### src/rtl/ans_delay_event_gen.sv
// Answer-delay event front-end: 10 MHz tick, TX-done pulse, filtered RX start pulse (+ answer timeout with ANS_TIMEOUT_EN).
// Latency: tick/SendFinished one clk after the sampling edge, DataReceived FILTER_LEN+3 clks after rx_i is first sampled low.
// Backpressure: none; pulses are single-cycle and must be consumed downstream in that cycle.
module ans_delay_event_gen #(
  parameter int unsigned CLK_FREQ_HZ   = 40_000_000,
  parameter int unsigned TICK_FREQ_HZ  = 10_000_000,
  parameter int unsigned FILTER_LEN    = 3,
  parameter int unsigned TIMEOUT_TICKS = 999
) (
  input  logic clk,
  input  logic rst,
  input  logic tx_busy_i,
  input  logic tx_fifo_empty_i,
  input  logic rx_i,
  output logic p_sig_10MHz_o,
  output logic p_SendFinished_o,
  output logic p_DataReceived_o,
  output logic rx_armed_o,
  output logic p_timeout_o
);

  if (CLK_FREQ_HZ < 2 * TICK_FREQ_HZ) begin : g_bad_freq
    $error("CLK_FREQ_HZ must be at least twice TICK_FREQ_HZ");
  end
  if (FILTER_LEN < 1 || FILTER_LEN > 15) begin : g_bad_filter
    $error("FILTER_LEN must be in 1..15");
  end
  if (TIMEOUT_TICKS < 1 || TIMEOUT_TICKS > 65535) begin : g_bad_timeout
    $error("TIMEOUT_TICKS must fit the 16-bit answer counter");
  end

  localparam logic [31:0] TICK_INC = 32'(TICK_FREQ_HZ);
  localparam logic [31:0] CLK_MOD  = 32'(CLK_FREQ_HZ);
  localparam logic [3:0]  FILT_N   = 4'(FILTER_LEN);

  typedef enum logic [1:0] {IDLE, TX_ACTIVE, WAIT_ANS} state_t;

  logic [31:0] acc;
  logic [32:0] acc_sum;
  logic [31:0] acc_wrap;
  logic        rx_s1, rx_s2, rx_filt, rx_filt_d;
  logic [3:0]  filt_cnt;
  logic        start_evt;
  state_t      state;

  // Phase accumulator: the remainder carries over, so the tick period averages out exactly.
  assign acc_sum  = {1'b0, acc} + {1'b0, TICK_INC};
  assign acc_wrap = acc_sum[31:0] - CLK_MOD;

  always_ff @(posedge clk) begin
    if (!rst) begin
      acc           <= '0;
      p_sig_10MHz_o <= 1'b0;
    end else if (acc_sum >= {1'b0, CLK_MOD}) begin
      acc           <= acc_wrap;
      p_sig_10MHz_o <= 1'b1;
    end else begin
      acc           <= acc_sum[31:0];
      p_sig_10MHz_o <= 1'b0;
    end
  end

  always_ff @(posedge clk) begin
    if (!rst) begin
      rx_s1     <= 1'b1;
      rx_s2     <= 1'b1;
      rx_filt   <= 1'b1;
      rx_filt_d <= 1'b1;
      filt_cnt  <= '0;
    end else begin
      rx_s1     <= rx_i;
      rx_s2     <= rx_s1;
      rx_filt_d <= rx_filt;
      if (rx_s2 != rx_filt) begin
        if (filt_cnt + 4'd1 == FILT_N) begin
          rx_filt  <= rx_s2;
          filt_cnt <= '0;
        end else begin
          filt_cnt <= filt_cnt + 4'd1;
        end
      end else begin
        filt_cnt <= '0;
      end
    end
  end

  assign start_evt = rx_filt_d & ~rx_filt;

`ifdef ANS_TIMEOUT_EN
  localparam logic [15:0] TIMEOUT_N = 16'(TIMEOUT_TICKS);
  logic [15:0] ans_cnt;
  logic        timeout_q;
  assign p_timeout_o = timeout_q;
`else
  assign p_timeout_o = 1'b0;
`endif

  always_ff @(posedge clk) begin
    if (!rst) begin
      state            <= IDLE;
      p_SendFinished_o <= 1'b0;
      p_DataReceived_o <= 1'b0;
`ifdef ANS_TIMEOUT_EN
      ans_cnt          <= '0;
      timeout_q        <= 1'b0;
`endif
    end else begin
      p_SendFinished_o <= 1'b0;
      p_DataReceived_o <= 1'b0;
`ifdef ANS_TIMEOUT_EN
      timeout_q        <= 1'b0;
`endif
      case (state)
        IDLE: begin
          if (tx_busy_i) state <= TX_ACTIVE;
        end
        TX_ACTIVE: begin
          // Busy dropping with bytes still queued is only an inter-byte gap.
          if (!tx_busy_i && tx_fifo_empty_i) begin
            p_SendFinished_o <= 1'b1;
            state            <= WAIT_ANS;
`ifdef ANS_TIMEOUT_EN
            ans_cnt          <= '0;
`endif
          end
        end
        WAIT_ANS: begin
          if (start_evt) begin
            p_DataReceived_o <= 1'b1;
            state            <= tx_busy_i ? TX_ACTIVE : IDLE;
          end else if (tx_busy_i) begin
            state <= TX_ACTIVE;
          end
`ifdef ANS_TIMEOUT_EN
          else if (p_sig_10MHz_o) begin
            ans_cnt <= ans_cnt + 16'd1;
            if (ans_cnt + 16'd1 == TIMEOUT_N) begin
              timeout_q <= 1'b1;
              state     <= IDLE;
            end
          end
`endif
        end
        default: state <= IDLE;
      endcase
    end
  end

  assign rx_armed_o = (state == WAIT_ANS);

endmodule

### config.mk
export PLATFORM = sky130hd
export DESIGN_NAME = ans_delay_event_gen
export DESIGN_NICKNAME = d
export VERILOG_FILES = /design/src/rtl/ans_delay_event_gen.sv
export SDC_FILE = /design/constraint.sdc
export NUM_CORES = 1
export LEC_CHECK = 0
export CAP_MARGIN = 0
export CORE_MARGIN = 2
export CORE_UTILIZATION = 60
export CTS_CLUSTER_DIAMETER = 60
export DETAILED_ROUTE_END_ITERATION = 8
export GPL_TIMING_DRIVEN = 1
export HOLD_SLACK_MARGIN = 0.08
export PLACE_DENSITY = 0.79
export SYNTH_ARGS = -nofsm -noshare
export SYNTH_HDL_FRONTEND = slang
export SYNTH_SLANG_ARGS = --single-unit
### constraint.sdc
create_clock -name clk -period 4 [get_ports clk]
set_input_delay 0.6 -clock clk [delete_from_list [all_inputs] [get_ports clk]]
set_output_delay 0.6 -clock clk [all_outputs]
set_load 0.05 [all_outputs]
# After elaboration in Yosys (flattened, before gate mapping)
# Cells that the tools add are included.
[totals]
reg_bits = 45
in_bits = 5
out_inout_bits = 5
elab_cells = 39
[classes]
n_addsub = 3
magnitude_cmp = 1
n_eq_ne = 5
muxes = 9
n_bitwise = 4
n_reduce_logical = 7
[ops]
columns = ["cell", "count"]
rows = [
  ["32-bit by 24-bit adder with 33-bit output, second input constant", 1],
  ["33-bit by 26-bit >= comparator with 1-bit output, second input constant", 1],
  ["32-bit 2-to-1 mux", 1],
  ["32-bit by 26-bit subtractor with 32-bit output, second input constant", 1],
  ["2-bit 2-to-1 mux", 3],
  ["2-bit case mux with 3 select lines", 1],
  ["2-bit AND reduction", 3],
  ["4-bit by 1-bit adder with 4-bit output, second input constant", 1],
  ["4-bit by 2-bit equality test with 1-bit output, second input constant", 1],
  ["1-bit 2-to-1 mux", 4],
  ["1-bit NOT", 3],
  ["3-bit OR reduction", 1],
  ["2-bit by 1-bit equality test with 1-bit output, second input constant", 1],
  ["2-bit equality test, second input constant", 1],
  ["2-bit zero test", 1],
  ["2-bit != test, second input constant", 1],
  ["1-bit bitwise AND", 1],
  ["1-bit logical AND", 1],
  ["1-bit zero test", 1],
  ["1-bit != test", 1],
]

# Depth between registers and ports, before layout
# Gate-level depths: netlist of the first run.
[logic_depth]
depth_word = 4
mapped_depth = 16
depth_no_buf = 13

# Least setup slack after synthesis of the first run
# No wires, ideal clock.
[synth_timing]
kind = "reg2reg"
from = "register acc[8]"
to = "register acc[28]"
t_arrival_ns = 3.319
t_required_ns = 3.929
path_slack_ns = 0.611
stages_incl_launch_ff = 11
n_path_buf = 0
synth_period_minus_slack_ns = 3.389
path_cell_list = "dfxtp_1 ha_1 or4_4 a2111oi_4 o21ai_2 a22o_1 or3_4 o311ai_4 nor2_4 or4_1 a21oi_1"
[synth_via]
elab_chain_len = 3
[synth_lines]
columns = ["element", "line", "rtl"]
rows = [
  ["start, declared", "38", "logic [31:0] acc;"],
  ["start signal, assigned", "55", "acc <= acc_wrap;"],
  ["start signal, assigned", "58", "acc <= acc_sum[31:0];"],
  ["32-bit by 24-bit adder with 33-bit output *", "47", "assign acc_sum = {1'b0, acc} + {1'b0, TICK_INC};"],
  ["32-bit by 26-bit subtractor with 32-bit output or 33-bit by 26-bit >= comparator with 1-bit output (tied branches)", "48, 54", ""],
  ["32-bit 2-to-1 mux *", "54", "end else if (acc_sum >= {1'b0, CLK_MOD}) begin"],
]
# Every way passes the cells marked *; elsewhere a longest branch is shown, timed or not.
# A chain may end at the register's enable or synchronous reset.

# Worst setup path after layout of the first run
[layout_timing]
from = "register acc[7]"
to = "register acc[28]"
# The elaborated chain is that of the path after synthesis.

==> flow_summary.yaml, run 1 <==
power:
  power_density_nw_per_um2: 766.2
  p_sw_frac: 0.4668
  vdd_ir_drop_max_uv: 501.3
  pwr-share-comb: 0.565
  p_int_mw: 1.184
  leakage_nw: 1.116
  p_switching_mw: 1.036
  seqPwrFrac: 0.284
  p_clk_frac: 0.152
worst_setup_path:
  crit_buf_inv: 0
  worst-setup-path-type: "reg2reg"
  r2r_slack_ps: 220
  cp.arrival_ps: 4010
  crit_slowest_cell: "or4_4"
  startpoint: "acc[7]"
  ff2ff_path_depth: 10
  reg2reg_from: "acc[7]"
  crit_fanout: 19
  cp-start-kind: "flip-flop"
  cpPeakStageDelay_ps: 560
  end_kind: "flip-flop"
  critical_path_required_ps: 4230
  r2r-end: "acc[28]"
  path_cells: "ha_1, or4_4, a2111oi_4, o21ai_2, a22o_1, or3_4, o311ai_4, nor2_4, or4_1, a21oi_1"
  path_delay_family: "simple AND/OR/NAND/NOR gates"
clocking:
  clk_latency_ps: 290
  ctsHoldBuffers: 0
  cts-htree-levels: 2
  cts_buffers: 5
  clkSinkCount: 38
  cts_root_buf: "clkbuf_8"
  clk_path_buf_depth: 2
  tritoncts: "done"
  path_clk_slew_ps: 80
yosys:
  yosys_register_bits: 38
  synthMuxAreaShare: 0.01127
  synth.top_cell.area_share: 0.2854
  syn_area_um2: 2665
  synth_top_family_by_area: "simple AND/OR/NAND/NOR gates"
  netlist_instances: 337
  yosys.area_share.simple: 0.2854
  ys.flop_type: "dfxtp_1"
  synth_xor_xnor_area_share: 0.09202
  synth_compound_area_frac: 0.2526
  async_flop_share: 0
  ys_top_cells_by_area: "dfxtp_1 29%, xnor2_1 5.6%, a21oi_1 4.3%"
  yosys.area.top_type: "dfxtp_1"
  synthAdderAreaFrac: 0.02817
  yosysWarnings: 0
  synth_edf_count: 0
  yosys.cell_types.count: 61
  yosysSeqAreaShare: 0.2854
  syn-num-nets: 348
  syn_area_per_cell_um2: 7.908
placed_design:
  gp_congestion: 0.9032
  place_ws_ps: 292.3
  dp_hpwl_um: 4355
  portBuffers: 8
  dp_cells: 388
  placed_cell_area_um2: 2780
sta:
  finClkSkew_ps: 7.171
  rsz0062_at_grt: "false"
  finalSetupTns_ps: 0
  min_period_over_period: 0.9459
  setup_viol_count_final: 0
  worstMarginPinSlew_ps: 642.0
  post-route-worst-setup-slack_ps: 216.4
  whs_ps: 417.2
  period_minus_slack_ps: 3784
  hold_viol: 0
  fmax_mhz: 264.3
  maxSlewViolCount: 0
  relSlewSlack: 0.5707
detailed_routing:
  drt_first_pass_iters: 4
  vias: 2505
  routed_via_density: 6.326
  drc: 0
  wl_per_cell_um: 15.43
  wirelength_um: 6110
  drt_iter0_drc: 148
  route.antenna.remaining_nets: 0
global_routing:
  grt-ovfl-total: 0
  grt_max_degree: 24
  antenna_found_initial: 0
  grt_pass1_vias: 2361
  grt_usage: 0.2539
  grt_pass1_wl_um: 10470
floorplan:
  die_h_um: 70.65
  die_w_um: 70.65
  io_pins: 10
  num_rows: 24
  core_um2: 4324
  dieArea_um2: 4991
  start_util: 0.6163
finish:
  final_cells: 396
  fin_area_um2: 2898
  layout-drive-gt1-share: 0.08140
  area_growth_syn_to_layout_pct: 8.732
  nets: 354
  antenna_cells: 0
status:
  status: "finished, final reports clean"
worst_hold_path:
  hp-start: "rx_s1"
  min_path_type: "reg2reg"
  worstHoldEndpoint: "rx_s2"
  hold_path_depth: 1
run:
  cap_viol_max_count: 0
through the flow:
step	util	power [mW]
3_3_place_gp	0.6429	1.831
6_report	0.6701	2.220
5_1_grt	0.6701	2.389
4_1_cts	0.6693	2.196
2_1_floorplan	-	1.605
3_5_place_dp	0.6429	1.858
cell usage after synthesis, types with 3 or more instances:
library cell	instances
nand4_1	5
nor3_1	15
o22ai_1	3
a21o_1	7
mux2i_1	3
nand3_1	15
o31ai_1	5
inv_1	9
a211oi_1	4
clkbuf_1	7
a211o_1	6
nor4_1	5
nand3b_1	3
buf_2	6
nor2_1	26
or4_1	6
xnor2_1	17
o211ai_1	5
o211a_1	3
or2_2	5
or3_1	5
nand2b_1	9
o21a_1	3
and2_1	4
a21oi_1	23
xor2_1	11
dfxtp_1	38
nor2b_1	3
o21ai_0	13
ha_1	6
nand2_1	30
worst reg2reg max path, stage by stage (launching register included):
cell	delay, ps
dfxtp_1	410
ha_1	320
or4_4	560
a2111oi_4	420
o21ai_2	130
a22o_1	280
or3_4	390
o311ai_4	370
nor2_4	170
or4_1	540
a21oi_1	140
power groups by stage:
| stage | combinational (mW) | clock [mW] | sequential (mW) |
|---|---|---|---|
| after detailed placement | 1.23 | 0 | 0.632 |
| after global placement | 1.20 | 0 | 0.627 |
| after CTS | 1.23 | 0.339 | 0.624 |
| final | 1.25 | 0.337 | 0.629 |
| after global routing | 1.39 | 0.352 | 0.645 |
| after floorplan | 1.01 | 0 | 0.596 |
sequential cells by signal, summed over array words and instances (netlist names):
register / cells
acc: 25
filt_cnt: 4
state: 2
p_DataReceived_o: 1
p_SendFinished_o: 1
p_sig_10MHz_o: 1
rx_filt: 1
rx_filt_d: 1
rx_s1: 1
rx_s2: 1
area by class of cell:
class	count	area, µm²
inverter	9	33.78
multi-input combinational	274	1792
timing repair buffer	15	132.6
clock buffer	5	68.82
tap	52	65.06
fill	388	1426
clock inverter	3	45.04
sequential	38	760.7
cells in the final DEF, fill, tap and decap left out, types with 6 or more instances in the layout:
cell type,synthesis,final
xnor2_1,17,17
a21o_1,7,7
dfxtp_1,38,38
nand3_1,15,15
inv_1,9,9
nand2b_1,9,9
o21ai_0,13,13
xor2_1,11,11
nor3_1,15,15
a211o_1,6,6
a21oi_1,23,22
ha_1,6,6
nand2_1,30,30
nor2_1,26,26
buf_4,2,7
clkdlybuf4s50_1,0,8
or4_1,6,6
logic make-up after synthesis:
kind of cell / after synthesis
AO/OA/AOI/OAI: 93
XOR/XNOR: 28
adder cells (fa/ha/maj): 6
buffers and inverters: 25
flip-flops: 38
multiplexers: 3
other: 1
AND/OR/NAND/NOR: 143
layer usage:
metal | global-route usage | share of wire
met1 | 0.3399 | 0.45
met2 | 0.4172 | 0.48
met3 | 0.04701 | 0.058
met4 | 0.08176 | 0.0098
met5 | 0 | 0
how the worst max path moves through the flow:
stage | slack, ps | cells past startpoint | to
final | 220 | 10 | acc[28]
after floorplan | 610 | 10 | acc[28]
after detailed placement | 290 | 10 | acc[28]
after global placement | 380 | 10 | acc[28]
after CTS | 250 | 10 | acc[28]
after global routing | 60 | 10 | acc[28]
timing repair:
action | in CTS | in global routing
endpoints found under the setup margin | 0 | 1
buffers inserted | 0 | 0
gates resized for setup | 0 | 1
(Power assumes the default switching activity.)
==> run 2, diff against run 1 <==
--- a/config.mk
+++ b/config.mk
@@ -13,6 +13,7 @@
 export GPL_TIMING_DRIVEN = 1
 export HOLD_SLACK_MARGIN = 0.08
 export PLACE_DENSITY = 0.79
+export SETUP_SLACK_MARGIN = 0.02
 export SYNTH_ARGS = -nofsm -noshare
 export SYNTH_HDL_FRONTEND = slang
 export SYNTH_SLANG_ARGS = --single-unit
==> results of run 2 <==
Final layout, timing and power as in run 1 (identical DEF).
==> run 3, diff against run 2 <==
--- a/config.mk
+++ b/config.mk
@@ -13,7 +13,7 @@
 export GPL_TIMING_DRIVEN = 1
 export HOLD_SLACK_MARGIN = 0.08
 export PLACE_DENSITY = 0.79
-export SETUP_SLACK_MARGIN = 0.02
+export SETUP_SLACK_MARGIN = 0.15
 export SYNTH_ARGS = -nofsm -noshare
 export SYNTH_HDL_FRONTEND = slang
 export SYNTH_SLANG_ARGS = --single-unit
==> constraint.sdc (replaced) <==
create_clock -name clk -period 4.4 [get_ports clk]
set_input_delay 0.66 -clock clk [delete_from_list [all_inputs] [get_ports clk]]
set_output_delay 0.66 -clock clk [all_outputs]
set_load 0.05 [all_outputs]
==> flow_summary.yaml, run 3 (synthesis gave the netlist of run 1 again) <==
detailed_routing:
  wl_per_cell_um: 15.25
  routed_via_density: 6.307
  route.antenna.remaining_nets: 0
  drt_iter0_drc: 177
  vias: 2466
  drt_first_pass_iters: 5
  wirelength_um: 5962
  drc: 0
power:
  finalPower_mw: 2.057
  power_density_nw_per_um2: 714.3
  vdd_ir_drop_max_uv: 353.5
  leakage_nw: 1.108
global_routing:
  grt_usage: 0.2519
  grt-ovfl-total: 0
  grt_max_degree: 25
  grt_pass1_wl_um: 10310
  antenna_found_initial: 0
  grt_pass1_vias: 2293
clocking:
  cts-htree-levels: 2
  cts_root_buf: "clkbuf_8"
  clkSinkCount: 38
  ctsHoldBuffers: 0
  tritoncts: "done"
  cts-resized-gates: 0
  path_clk_slew_ps: 80
  clk_latency_ps: 300
  clk_path_buf_depth: 2
  cts_setup_buffers: 0
  cts_buffers: 5
sta:
  worstMarginPinSlew_ps: 819.9
  fmax_mhz: 262.8
  min_period_over_period: 0.8647
  relSlewSlack: 0.4528
  setup_viol_count_final: 0
  finClkSkew_ps: 8.231
  period_minus_slack_ps: 3805
  post-route-worst-setup-slack_ps: 595.2
  maxSlewViolCount: 0
  finalSetupTns_ps: 0
  hold_viol: 0
  rsz0062_at_grt: "false"
finish:
  antenna_cells: 0
  largest-register: "acc"
  layout-drive-gt1-share: 0.06490
  final_common_cell: "dfxtp_1"
  area_growth_syn_to_layout_pct: 8.075
  largest_reg_flops: 25
  nets: 349
  biggestRegsByFlops: "acc (25), filt_cnt (4), state (2)"
  most-common-layout-cells: "38 x dfxtp_1, 30 x nand2_1, 26 x nor2_1"
  fin_area_um2: 2880
floorplan:
  die_h_um: 70.65
  start_util: 0.6163
  core_um2: 4324
  io_pins: 10
  num_rows: 24
  dieArea_um2: 4991
  die_w_um: 70.65
worst_hold_path:
  min_path_type: "reg2reg"
worst_setup_path:
  end_kind: "flip-flop"
  cp.arrival_ps: 4030
  cp-start-kind: "flip-flop"
  worst-setup-path-type: "reg2reg"
  crit_fanout: 19
  critical_path_required_ps: 4620
placed_design:
  placed_cell_area_um2: 2743
  place_ws_ps: 690.9
  portBuffers: 8
  dp_hpwl_um: 4230
  gp_congestion: 0.9629
run:
  cap_viol_max_count: 0
status:
  status: "finished, final reports clean"
-- run 3: cell types whose count changed in the layout (fill, tap and decap cells not counted), sizes merged --
cell,previous run,this run
buf,7,2
clkinvlp,2,0
clkinv,0,1
bufinv,1,2
-- run 3: metal layers --
layer  track usage  vias up  part of all wire
li1              -     1238                 -
met1        0.3339     1142              0.45
met2        0.4036       71              0.47
met3       0.03989       15             0.055
met4        0.1195        0             0.025
met5             0        -                 0
-- run 3: through the flow --
step             util  hold WS (ps)  instances
2_1_floorplan       -         386.3        337
5_1_grt        0.6661         429.2        391
6_report       0.6661         412.5        391
3_3_place_gp   0.6343         395.9        383
3_5_place_dp   0.6343         402.2        383
4_1_cts        0.6661         421.0        391
-- run 3: power by group --
| group | internal [mW] | total, mW | switching [mW] |
|---|---|---|---|
| registers | 0.437 | 0.602 | 0.165 |
| clock network | 0.227 | 0.363 | 0.136 |
| logic | 0.454 | 1.09 | 0.638 |
-- run 3: path summary, 6_finish.rpt --
kind          start      end  slack, ps  cells after the start
min reg2reg   rx_s1    rx_s2        410                      1
max reg2reg  acc[7]  acc[28]        600                     13
min           rx_s1    rx_s2        410                      1
max          acc[7]  acc[28]        600                     13
-- run 3: area by class of cell --
class                      count  area (µm²)
clock buffer                   5       68.82
clock inverter                 3       68.82
fill                         377        1444
inverter                       9       33.78
multi-input combinational    274        1788
sequential                    38       760.7
tap                           52       65.06
timing repair buffer          10       95.09
-- run 3: worst max-delay path: stages (launching register included) --
cell	delay [ps]
dfxtp_1	510
ha_1	340
xnor2_1	210
inv_1	100
ha_1	260
a21o_1	180
a21oi_1	130
nor4_1	70
a211o_1	350
a21oi_1	370
o31a_1	350
nor2_4	160
or4_1	540
a21oi_1	150
